`config.mk`:
```
export PLATFORM = sky130hd
export DESIGN_NAME = mux_rr_arbiter
export DESIGN_NICKNAME = d
export VERILOG_FILES = /design/src/rtl/mux_arb_pkg.sv /design/src/rtl/mux_rr_arbiter_rr_pick.sv /design/src/rtl/mux_rr_arbiter.sv
export SDC_FILE = /design/constraint.sdc
export NUM_CORES = 1
export LEC_CHECK = 0
export CORE_MARGIN = 1.5
export CORE_UTILIZATION = 41
export DETAILED_ROUTE_END_ITERATION = 10
export SLEW_MARGIN = 20
export SYNTH_ARGS = -nofsm -noshare
export SYNTH_HDL_FRONTEND = slang
export SYNTH_HIERARCHICAL = 1
export SYNTH_SLANG_ARGS = --single-unit
```
`constraint.sdc`:
```
create_clock -name clk -period 9.15 [get_ports clk]
set_input_delay 1.83 -clock clk [delete_from_list [all_inputs] [get_ports clk]]
set_output_delay 1.83 -clock clk [all_outputs]
set_load 0.01 [all_outputs]
```
`src/rtl/mux_arb_pkg.sv`:
```
// Shared parameters and types for the round-robin mux-select arbiter.
// The top and its rr_pick sub-module both import this package.
package mux_arb_pkg;

  localparam int N_DEF        = 16;
  localparam int SELW_DEF     = 4;
  localparam int MAX_HOLD_DEF = 8;

  // Width of a counter that can hold the values 0 .. max_hold-1 with headroom.
  function automatic int hold_width(input int max_hold);
    return $clog2(max_hold) + 1;
  endfunction

  localparam int HOLD_W = $clog2(MAX_HOLD_DEF) + 1;

  typedef enum logic {
    IDLE  = 1'b0,
    GRANT = 1'b1
  } state_e;

endpackage

```
`src/rtl/mux_rr_arbiter_rr_pick.sv`:
```
// Rotating-priority find-first: returns the first set request at or after i_ptr,
// wrapping from N-1 back to 0.
module rr_pick
  import mux_arb_pkg::*;
#(
  parameter int N    = N_DEF,
  parameter int SELW = SELW_DEF
) (
  input  logic [N-1:0]    i_req,
  input  logic [SELW-1:0] i_ptr,
  output logic [SELW-1:0] o_idx,
  output logic            o_any
);

  logic [SELW-1:0] w_pos;

  // Scan from the farthest offset down to offset 0 so the nearest hit is written last.
  always_comb begin
    o_idx = '0;
    o_any = 1'b0;
    w_pos = '0;
    for (int k = N - 1; k >= 0; k--) begin
      w_pos = i_ptr + SELW'(k);
      if (i_req[w_pos]) begin
        o_idx = w_pos;
        o_any = 1'b1;
      end
    end
  end

endmodule

```
`src/rtl/mux_rr_arbiter.sv`:
```
// Round-robin arbiter driving the select of a shared N:1 mux; one grant at a time,
// released on done, on request drop, or after MAX_HOLD cycles.
module mux_rr_arbiter
  import mux_arb_pkg::*;
#(
  parameter int N        = N_DEF,
  parameter int SELW     = SELW_DEF,
  parameter int MAX_HOLD = MAX_HOLD_DEF
) (
  input  logic            clk,
  input  logic            rst,
  input  logic [N-1:0]    req,
  input  logic            done,
  output logic [SELW-1:0] sel,
  output logic [N-1:0]    grant,
  output logic            valid,
  output logic            timeout
);

  localparam int                HOLD_W_L  = hold_width(MAX_HOLD);
  localparam logic [HOLD_W_L-1:0] HOLD_LAST = HOLD_W_L'(MAX_HOLD - 1);

  state_e                r_state, w_state_nxt;
  logic [SELW-1:0]       r_sel, w_sel_nxt;
  logic [N-1:0]          r_grant, w_grant_nxt;
  logic                  r_valid, w_valid_nxt;
  logic                  r_timeout, w_timeout_nxt;
  logic [SELW-1:0]       r_ptr, w_ptr_nxt;
  logic [HOLD_W_L-1:0]   r_hold, w_hold_nxt;

  logic [SELW-1:0]       w_idx;
  logic                  w_any;
  logic                  w_rel_normal;
  logic                  w_expire;

  rr_pick #(
    .N    (N),
    .SELW (SELW)
  ) u_pick (
    .i_req (req),
    .i_ptr (r_ptr),
    .o_idx (w_idx),
    .o_any (w_any)
  );

  // NOTE: state registers use non-blocking assignments so every flop samples
  // pre-edge values regardless of statement order.
  always_ff @(posedge clk or posedge rst) begin
    if (rst) begin
      r_state   <= IDLE;
      r_sel     <= '0;
      r_grant   <= '0;
      r_valid   <= 1'b0;
      r_timeout <= 1'b0;
      r_ptr     <= '0;
      r_hold    <= '0;
    end else begin
      r_state   <= w_state_nxt;
      r_sel     <= w_sel_nxt;
      r_grant   <= w_grant_nxt;
      r_valid   <= w_valid_nxt;
      r_timeout <= w_timeout_nxt;
      r_ptr     <= w_ptr_nxt;
      r_hold    <= w_hold_nxt;
    end
  end

  assign w_rel_normal = done | ~req[r_sel];
  assign w_expire     = (r_hold == HOLD_LAST);

  // NOTE: every signal gets a default before the case so no path leaves one
  // unassigned, which would otherwise infer a latch.
  always_comb begin
    w_state_nxt   = r_state;
    w_sel_nxt     = r_sel;
    w_grant_nxt   = r_grant;
    w_valid_nxt   = r_valid;
    w_timeout_nxt = 1'b0;
    w_ptr_nxt     = r_ptr;
    w_hold_nxt    = r_hold;
    unique case (r_state)
      IDLE: begin
        if (w_any) begin
          w_sel_nxt          = w_idx;
          w_grant_nxt        = '0;
          w_grant_nxt[w_idx] = 1'b1;
          w_valid_nxt        = 1'b1;
          w_hold_nxt         = '0;
          w_state_nxt        = GRANT;
        end
      end
      GRANT: begin
        if (w_rel_normal || w_expire) begin
          w_grant_nxt   = '0;
          w_valid_nxt   = 1'b0;
          w_ptr_nxt     = r_sel + 1'b1;
          w_timeout_nxt = w_expire & ~w_rel_normal;
          w_state_nxt   = IDLE;
        end else begin
          w_hold_nxt = r_hold + 1'b1;
        end
      end
      default: w_state_nxt = IDLE;
    endcase
  end

  assign sel     = r_sel;
  assign grant   = r_grant;
  assign valid   = r_valid;
  assign timeout = r_timeout;

endmodule
```
==> impl_metrics.env, run 1 <==
export IMPL_status="completed"
export IMPL_ys_ff_latch=31
export IMPL_ios=41
export IMPL_clkTransAtPathRegs_ns=0.07
export IMPL_final_setup_tns_ns=0
export IMPL_antenna_cells=0
export IMPL_drive_gt1_share_pct=21.1
export IMPL_skew_ns=0.00486
export IMPL_ys_warnings_count=6
export IMPL_grt_antenna_before_repair=1
export IMPL_die_area_um2=9990
export IMPL_synth_area_leaders="dfrtp_1, mux4_2, mux2i_1"
export IMPL_postSynthAreaPerCell_um2=10.2
export IMPL_slew_viol_final=0
export IMPL_hpwl_mm=8.07
export IMPL_ant_nets=0
export IMPL_max_freq_ghz=0.189
export IMPL_vias=3369
export IMPL_cts_setup_buffers=0
export IMPL_synth_main_ff_cell="dfrtp_1"
export IMPL_drc=0
export IMPL_worstHoldStart="valid"
export IMPL_reg2reg_from="r_ptr[0]"
export IMPL_fp_dieH_um=99.9
export IMPL_ys_seq_area_share_pct=20.1
export IMPL_cts_hold_buf=0
export IMPL_grt_pass1_wl_mm=18.1
export IMPL_synth_top_area_cell="dfrtp_1"
export IMPL_cts_resized_gates=0
export IMPL_cp_required_ns=9.33
export IMPL_path_max_fanout=11
export IMPL_clockBufferDepth=2
export IMPL_wl_mm=10.8
export IMPL_setup_viol=0
export IMPL_place_congestion=0.915
export IMPL_drtPass1Iterations=5
export IMPL_io_buffer_count=40
export IMPL_async_flop_share_pct=100
export IMPL_root_buffer="clkbuf_8"
export IMPL_rsz0062_at_grt="false"
export IMPL_final_cell_mix="clkdlybuf4s50_1, mux2i_1, dfrtp_1"
export IMPL_initial_core_util_pct=42.1
export IMPL_post_drt_wl_per_cell_um=20.6
export IMPL_drv_cap=0
export IMPL_htree_levels=2
export IMPL_worst_r2r_cell_count=13
export IMPL_crit_type="input pin to flip-flop"
export IMPL_area_growth_pct=13.9
export IMPL_post_route_util_pct=47.9
export IMPL_drt_iter0_drc=272
export IMPL_yosysTopAreaCellShare_pct=20.1
export IMPL_rows=35
export IMPL_min_period_ns=5.30
export IMPL_insertion_delay_ns=0.29
export IMPL_synthCells=379
export IMPL_postSynthNetCount=407
export IMPL_vias_per_cell=6.44
export IMPL_coreArea_um2=9150
export IMPL_tightest_slew_ns=0.775
export IMPL_cts_tree="yes"
export IMPL_worst_setup_path_start_kind="input pin"
export IMPL_final_common_cell="clkdlybuf4s50_1"
export IMPL_crit_path_end_kind="flip-flop"
export IMPL_numCtsBuffers=5
export IMPL_die_w_um=99.9
export IMPL_nets=439
export IMPL_fillers=847
export IMPL_hold_violations=0
export IMPL_hold_depth=1
export IMPL_synth_cell_type_count=71
export IMPL_arrival_ns=5.49
export IMPL_grt_overflow=0
export IMPL_cts_sinks=31
export IMPL_grt_usage_pct=23.0
export IMPL_grt_max_degree=33
export IMPL_finalCritPeriodShare_pct=58.0
export IMPL_critPathLaunch="req[14]"
export IMPL_hold_class="flip-flop to flip-flop"
export IMPL_synth_area_um2=3850
export IMPL_fin_hold_ws_ns=0.491
export IMPL_synth_enable_flop_cells=0
export IMPL_slew_headroom_pct=48.4
export IMPL_grt_pass1_vias=3358
-- flip-flops by register name (all words and copies together) (netlist names) --
register / flops
sel: 4
r_ptr: 4
r_state: 1
grant: 16
r_hold: 4
valid: 1
timeout: 1
-- area by class of cell --
type                    instances  area (µm²)  share of cell area, %
repair buffers                 45         438                   9.98
flip-flops and latches         31         776                   17.7
inverters                      15        56.3                   1.28
well taps                     111         139                   3.17
clock inverters                 3        15.0                  0.342
multi-input cells             313        2890                   66.0
clock buffers                   5        68.8                   1.57
-- through the flow --
step	setup slack [ns]	std cells	cell area [µm²]
global route	3.56	523	4390
detailed placement	3.59	515	4300
CTS	3.90	523	4390
floorplan	4.57	379	3850
finish	3.85	523	4390
global placement	3.59	515	4300
-- cells by family (layout without fill, tap and decap cells) --
family	count (synthesis)	after routing	synth area share [%]
AOI/OAI and AO/OA	108	108	21.5
xor gates and xnor gates	14	14	4.25
DFF	31	31	20.1
adders and majority gates	9	9	2.92
buffers and inverters	35	68	4.74
muxes	90	90	34.5
and+or+nand+nor	92	92	11.9
-- worst paths after layout --
check,end,slack [ns]
worst max-delay path,grant[4],3.85
worst min-delay path,valid,0.49
worst max register to register,grant[4],4.04
worst min register to register,valid,0.49
max in group asynchronous,r_ptr[2],6.95
min in group asynchronous,grant[10],1.92
-- worst max-delay path, cell delays in order --
cell,delay (ns)
clkdlybuf4s50_1,0.53
mux4_2,0.62
mux2i_1,0.37
mux2i_1,0.33
nor4_1,0.40
nor4b_1,0.29
nand3_1,0.26
nand2b_1,0.38
or3_1,0.23
nor3_1,0.06
a21o_1,0.17
-- cell usage after synthesis (4+ instances only) --
| cell | n |
|---|---|
| a211oi_1 | 6 |
| a21o_1 | 5 |
| a21oi_1 | 18 |
| a32o_1 | 5 |
| buf_2 | 5 |
| buf_6 | 5 |
| clkbuf_1 | 8 |
| dfrtp_1 | 31 |
| ha_1 | 9 |
| inv_1 | 12 |
| mux2_2 | 21 |
| mux2i_1 | 34 |
| mux2i_2 | 4 |
| mux4_2 | 30 |
| nand2_1 | 29 |
| nand2b_1 | 8 |
| nand3_1 | 11 |
| nor2_1 | 16 |
| nor2b_1 | 4 |
| nor3_1 | 7 |
| o21ai_0 | 13 |
| o22ai_1 | 4 |
| o2bb2ai_1 | 9 |
| o31ai_1 | 5 |
| xnor2_1 | 5 |
| xor2_1 | 5 |
-- routing by layer --
metal  up-vias  wire, µm  track usage [%]
met3        20       546             3.62
li1       1563         -                -
met5         -         0                0
met1      1676      5120             33.6
met4         0       264             6.93
met2       110      4860             35.1
Power of run 1 is not shown: default switching activity piles up to over one toggle a cycle in this logic, so the estimate is an artifact.
==> run 2, diff against run 1 <==
==> constraint.sdc (replaced) <==
create_clock -name clk -period 4.67 [get_ports clk]
set_input_delay 0.934 -clock clk [delete_from_list [all_inputs] [get_ports clk]]
set_output_delay 0.934 -clock clk [all_outputs]
set_load 0.01 [all_outputs]
==> run 2 against run 1 <==
  * Wire length rose by 0.70%
  * Non-clock buffer count rose by 9
  * Cell count rose by 1.7%
==> impl_metrics.env, run 2 (synthesis gave the netlist of run 1 again) <==
export IMPL_cts_sinks=31
export IMPL_hpwl_mm=8.27
export IMPL_vias_per_cell=6.40
export IMPL_drive_gt1_share_pct=22.6
export IMPL_nets=448
export IMPL_arrival_ns=4.38
export IMPL_clkTransAtPathRegs_ns=0.07
export IMPL_vias=3407
export IMPL_reg2reg_to="grant[4]"
export IMPL_wl_mm=10.9
export IMPL_reg2reg_from="r_ptr[2]"
export IMPL_grt_antenna_before_repair=0
export IMPL_hold_depth=1
export IMPL_clockBufferDepth=2
export IMPL_dp_cells=524
export IMPL_post_dp_cell_area_um2=4370
export IMPL_finalCritPeriodShare_pct=89.1
export IMPL_grt_pass1_wl_mm=18.0
export IMPL_crit_type="input pin to flip-flop"
export IMPL_post_drt_wl_per_cell_um=20.4
export IMPL_crit_path_end_kind="flip-flop"
export IMPL_ios=41
export IMPL_die_w_um=99.9
export IMPL_initial_core_util_pct=42.1
export IMPL_setup_viol=0
export IMPL_drtPass1Iterations=4
export IMPL_ant_nets=0
export IMPL_cp_required_ns=4.89
export IMPL_cts_tree="yes"
export IMPL_slew_headroom_pct=55.8
export IMPL_rsz0062_at_grt="false"
export IMPL_cts_setup_buffers=0
export IMPL_final_cell_mix="clkdlybuf4s50_1, mux2i_1, mux4_2, dfrtp_1, nand2_1"
export IMPL_insertion_delay_ns=0.29
export IMPL_min_to="valid"
export IMPL_grt_usage_pct=22.9
export IMPL_r2r_setup_slack_ns=0.60
export IMPL_numCtsBuffers=5
export IMPL_grt_pass1_vias=3318
export IMPL_io_buffer_count=40
export IMPL_drc=0
export IMPL_max_freq_ghz=0.240
export IMPL_root_buffer="clkbuf_8"
export IMPL_htree_levels=2
export IMPL_drt_iter0_drc=280
export IMPL_slew_viol_final=0
export IMPL_drv_cap=0
export IMPL_antenna_cells=0
export IMPL_hold_class="flip-flop to flip-flop"
export IMPL_worst_setup_path_start_kind="input pin"
export IMPL_place_congestion=1.01
export IMPL_largest_reg_flops=16
export IMPL_tightest_slew_ns=0.660
export IMPL_final_common_cell="clkdlybuf4s50_1"
export IMPL_status="completed"
export IMPL_grt_max_degree=33
export IMPL_worst_r2r_cell_count=12
export IMPL_worstHoldStart="valid"
export IMPL_area_growth_pct=15.6
export IMPL_skew_ns=0.00607
export IMPL_path_max_fanout=9
export IMPL_cts_resized_gates=0
export IMPL_finalWorstSetupSlack_ns=0.511
export IMPL_finalNonFillerCells=532
export IMPL_cts_hold_buf=0
export IMPL_hold_violations=0
export IMPL_stdcell_area_um2=4450
export IMPL_pre_cts_slack_ns=0.267
export IMPL_min_period_ns=4.16
export IMPL_final_setup_tns_ns=0
export IMPL_coreArea_um2=9150
export IMPL_die_area_um2=9990
export IMPL_grt_overflow=0
export IMPL_rows=35
export IMPL_fp_dieH_um=99.9
## run 2: changes by cell type in the layout (fill, tap and decap cells not counted)
| cell | previous run | this run |
|---|---|---|
| dfrtp_2 | 0 | 1 |
| buf_4 | 5 | 14 |
| dfrtp_1 | 31 | 30 |
| clkinv_2 | 3 | 1 |
| clkbuf_1 | 0 | 2 |
## run 2: per-layer routing
layer / vias to the layer above / track usage [%] / part of all wire, %
met2: 141 / 33.3 / 44
met1: 1670 / 35.4 / 48
li1: 1579 / - / -
met3: 17 / 3.90 / 6.4
met5: - / 0 / 0
met4: 0 / 5.53 / 2.4
## run 2: final cells by class
class,count,area [µm²]
clock buffer,7,76.3
clock inverter,1,5.00
fill,859,4700
inverter,15,56.3
multi-input combinational,313,2890
sequential,31,777
tap,111,139
timing repair buffer,54,505
## run 2: metrics by stage
step | util, % | hold WS, ns
2_1_floorplan | - | 0.474
3_3_place_gp | 47.8 | 0.473
3_5_place_dp | 47.8 | 0.470
4_1_cts | 48.6 | 0.493
5_1_grt | 48.7 | 0.506
6_report | 48.7 | 0.493
## run 2: how the worst max path moves through the flow
stage / start / end / slack [ns] / cells after the start
after detailed placement: req[9] / grant[8] / 0.27 / 11
after floorplan: r_ptr[1] / grant[12] / 0.09 / 16
final: req[10] / grant[8] / 0.51 / 10
after global placement: req[2] / grant[8] / 0.27 / 10
after global routing: req[10] / grant[12] / 0.34 / 10
after CTS: req[9] / grant[8] / 0.57 / 11
## run 2: worst max-delay path, stage by stage
cell	delay, ns
clkdlybuf4s50_1	0.55
mux4_2	0.58
mux2i_2	0.39
mux2i_2	0.27
a21o_1	0.23
a2111oi_2	0.34
o221ai_1	0.19
o211a_1	0.34
nor3_1	0.34
a32o_1	0.21
Power of run 2 is left out for the same reason.
==> run 3, diff against run 2 <==
--- a/config.mk
+++ b/config.mk
@@ -5,9 +5,11 @@
 export SDC_FILE = /design/constraint.sdc
 export NUM_CORES = 1
 export LEC_CHECK = 0
+export CAP_MARGIN = 5
 export CORE_MARGIN = 1.5
 export CORE_UTILIZATION = 41
 export DETAILED_ROUTE_END_ITERATION = 10
+export GPL_TIMING_DRIVEN = 0
 export SLEW_MARGIN = 20
 export SYNTH_ARGS = -nofsm -noshare
 export SYNTH_HDL_FRONTEND = slang
==> constraint.sdc (replaced) <==
create_clock -name clk -period 4.1 [get_ports clk]
set_input_delay 0.82 -clock clk [delete_from_list [all_inputs] [get_ports clk]]
set_output_delay 0.82 -clock clk [all_outputs]
set_load 0.01 [all_outputs]
==> run 3 against run 2 <==
  * Die area did not move
  * Hold slack got worse by 0.0036 ns
  * Cell count rose by 5.1%
  * First-iteration DRC count fell by 5.4%
  * Non-clock buffer count rose by 28
  * Register-to-register slack got worse by 0.46 ns
  * Wire length rose by 8.9%
  * Clock-buffer cell count fell by 1
  * Worst setup slack got worse by 0.42 ns
  * Critical path depth did not move
  * Via count rose by 5.1%
  * Critical endpoint is now grant[12]
==> impl_metrics.env, run 3 (synthesis gave the netlist of run 1 again) <==
export IMPL_place_congestion=0.933
export IMPL_drt_iter0_drc=265
export IMPL_setup_viol=0
export IMPL_finalWorstSetupSlack_ns=0.0895
export IMPL_slew_viol_final=0
export IMPL_area_growth_pct=28.5
export IMPL_cp_required_ns=4.31
export IMPL_fp_dieH_um=99.9
export IMPL_ant_nets=0
export IMPL_worst_setup_path_start_kind="input pin"
export IMPL_clockBufferDepth=2
export IMPL_slew_headroom_pct=56.8
export IMPL_final_cell_mix="clkdlybuf4s50_1, mux4_2, dfrtp_1"
export IMPL_cts_hold_buf=0
export IMPL_grt_antenna_before_repair=0
export IMPL_root_buffer="clkbuf_8"
export IMPL_arrival_ns=4.22
export IMPL_r2r_setup_slack_ns=0.14
export IMPL_die_w_um=99.9
export IMPL_vias=3580
export IMPL_status="completed"
export IMPL_min_period_ns=4.01
export IMPL_multi_input_area_um2=3080
export IMPL_cts_tree="yes"
export IMPL_grt_overflow=0
export IMPL_post_drt_wl_per_cell_um=21.2
export IMPL_die_area_um2=9990
export IMPL_coreArea_um2=9150
export IMPL_finalCritPeriodShare_pct=97.8
export IMPL_antenna_cells=0
export IMPL_pre_cts_slack_ns=-0.968
export IMPL_grt_max_degree=32
export IMPL_hold_class="flip-flop to flip-flop"
export IMPL_ios=41
export IMPL_critical_path_max_stage_delay_ns=0.62
export IMPL_max_freq_ghz=0.249
export IMPL_drtPass1Iterations=6
export IMPL_hold_violations=0
export IMPL_skew_ns=0.00805
export IMPL_drc=0
export IMPL_htree_levels=2
export IMPL_grt_pass1_vias=3362
export IMPL_grt_usage_pct=24.1
export IMPL_fillers=814
export IMPL_wl_mm=11.8
export IMPL_drive_gt1_share_pct=33.5
export IMPL_insertion_delay_ns=0.28
export IMPL_io_buffer_count=40
export IMPL_grt_pass1_wl_mm=18.8
export IMPL_final_common_cell="clkdlybuf4s50_1"
export IMPL_nets=476
export IMPL_crit_type="input pin to flip-flop"
export IMPL_tightest_slew_ns=0.647
export IMPL_initial_core_util_pct=42.1
export IMPL_crit_path_frequent_cell="mux2i_1"
export IMPL_hpwl_mm=8.61
export IMPL_drv_cap=0
export IMPL_largest_reg_flops=16
export IMPL_cts_sinks=31
export IMPL_register_area_um2=777
export IMPL_clkTransAtPathRegs_ns=0.07
export IMPL_path_max_fanout=9
export IMPL_vias_per_cell=6.40
export IMPL_crit_path_end_kind="flip-flop"
export IMPL_numCtsBuffers=5
export IMPL_rows=35
export IMPL_crit_chain="clkdlybuf4s50_1 -> mux4_2 -> mux2i_1 -> mux2i_1 -> and2_1 -> o31a_1 -> a2111oi_2 -> a21oi_2 -> nor3_2 -> a32o_1"
export IMPL_worst_path_max_delay_cell="mux4_2"
-- run 3: worst max-delay path: cells and delay by family --
| family | cells | cell delay, ns |
|---|---|---|
| AO/OA/AOI/OAI | 4 | 1.16 |
| buffers and inverters | 1 | 0.58 |
| multiplexers | 3 | 1.16 |
| AND/OR/NAND/NOR | 2 | 0.49 |
-- run 3: worst paths after layout --
| path | start | end | depth (start not counted) |
|---|---|---|---|
| max | req[9] | grant[12] | 10 |
| min | grant[11] | grant[11] | 1 |
| max reg2reg | r_ptr[1] | grant[12] | 14 |
| min reg2reg | grant[11] | grant[11] | 1 |
| max in group asynchronous | rst | r_ptr[1] | 2 |
| min in group asynchronous | rst | grant[14] | 2 |
-- run 3: layer usage --
metal	track usage (%)	routed length, µm
met1	36.4	5340
met2	36.4	5590
met3	3.34	768
met4	5.74	138
met5	0	0
-- run 3: through the flow --
step / area [µm²] / TNS [ns] / util, % / instances / hold WS, ns
5_1_grt: 4950 / -0.0584 / 54.1 / 559 / 0.513
3_5_place_dp: 4400 / -21.01 / 48.1 / 530 / 0.473
2_1_floorplan: 3860 / 0 / - / 379 / 0.474
3_3_place_gp: 4400 / -19.17 / 48.1 / 530 / 0.471
6_report: 4950 / 0 / 54.1 / 559 / 0.489
4_1_cts: 4750 / 0 / 51.9 / 546 / 0.493
-- run 3: layout make-up --
cell class | instances | area share, %
clock inverters | 1 | 0.101
well taps | 111 | 2.81
inverters | 15 | 1.29
clock buffers | 6 | 1.67
flip-flops and latches | 31 | 15.7
plain buffers | 16 | 3.74
repair buffers | 66 | 12.4
multi-input cells | 313 | 62.3
-- run 3: what timing repair did --
item | CTS | global route
resized for setup | 38 | 29
buffers inserted | 12 | 13
cloned | 0 | 1
pin swaps | 3 | 7
setup endpoints to repair | 26 | 26
Power of run 3 is left out for the same reason.
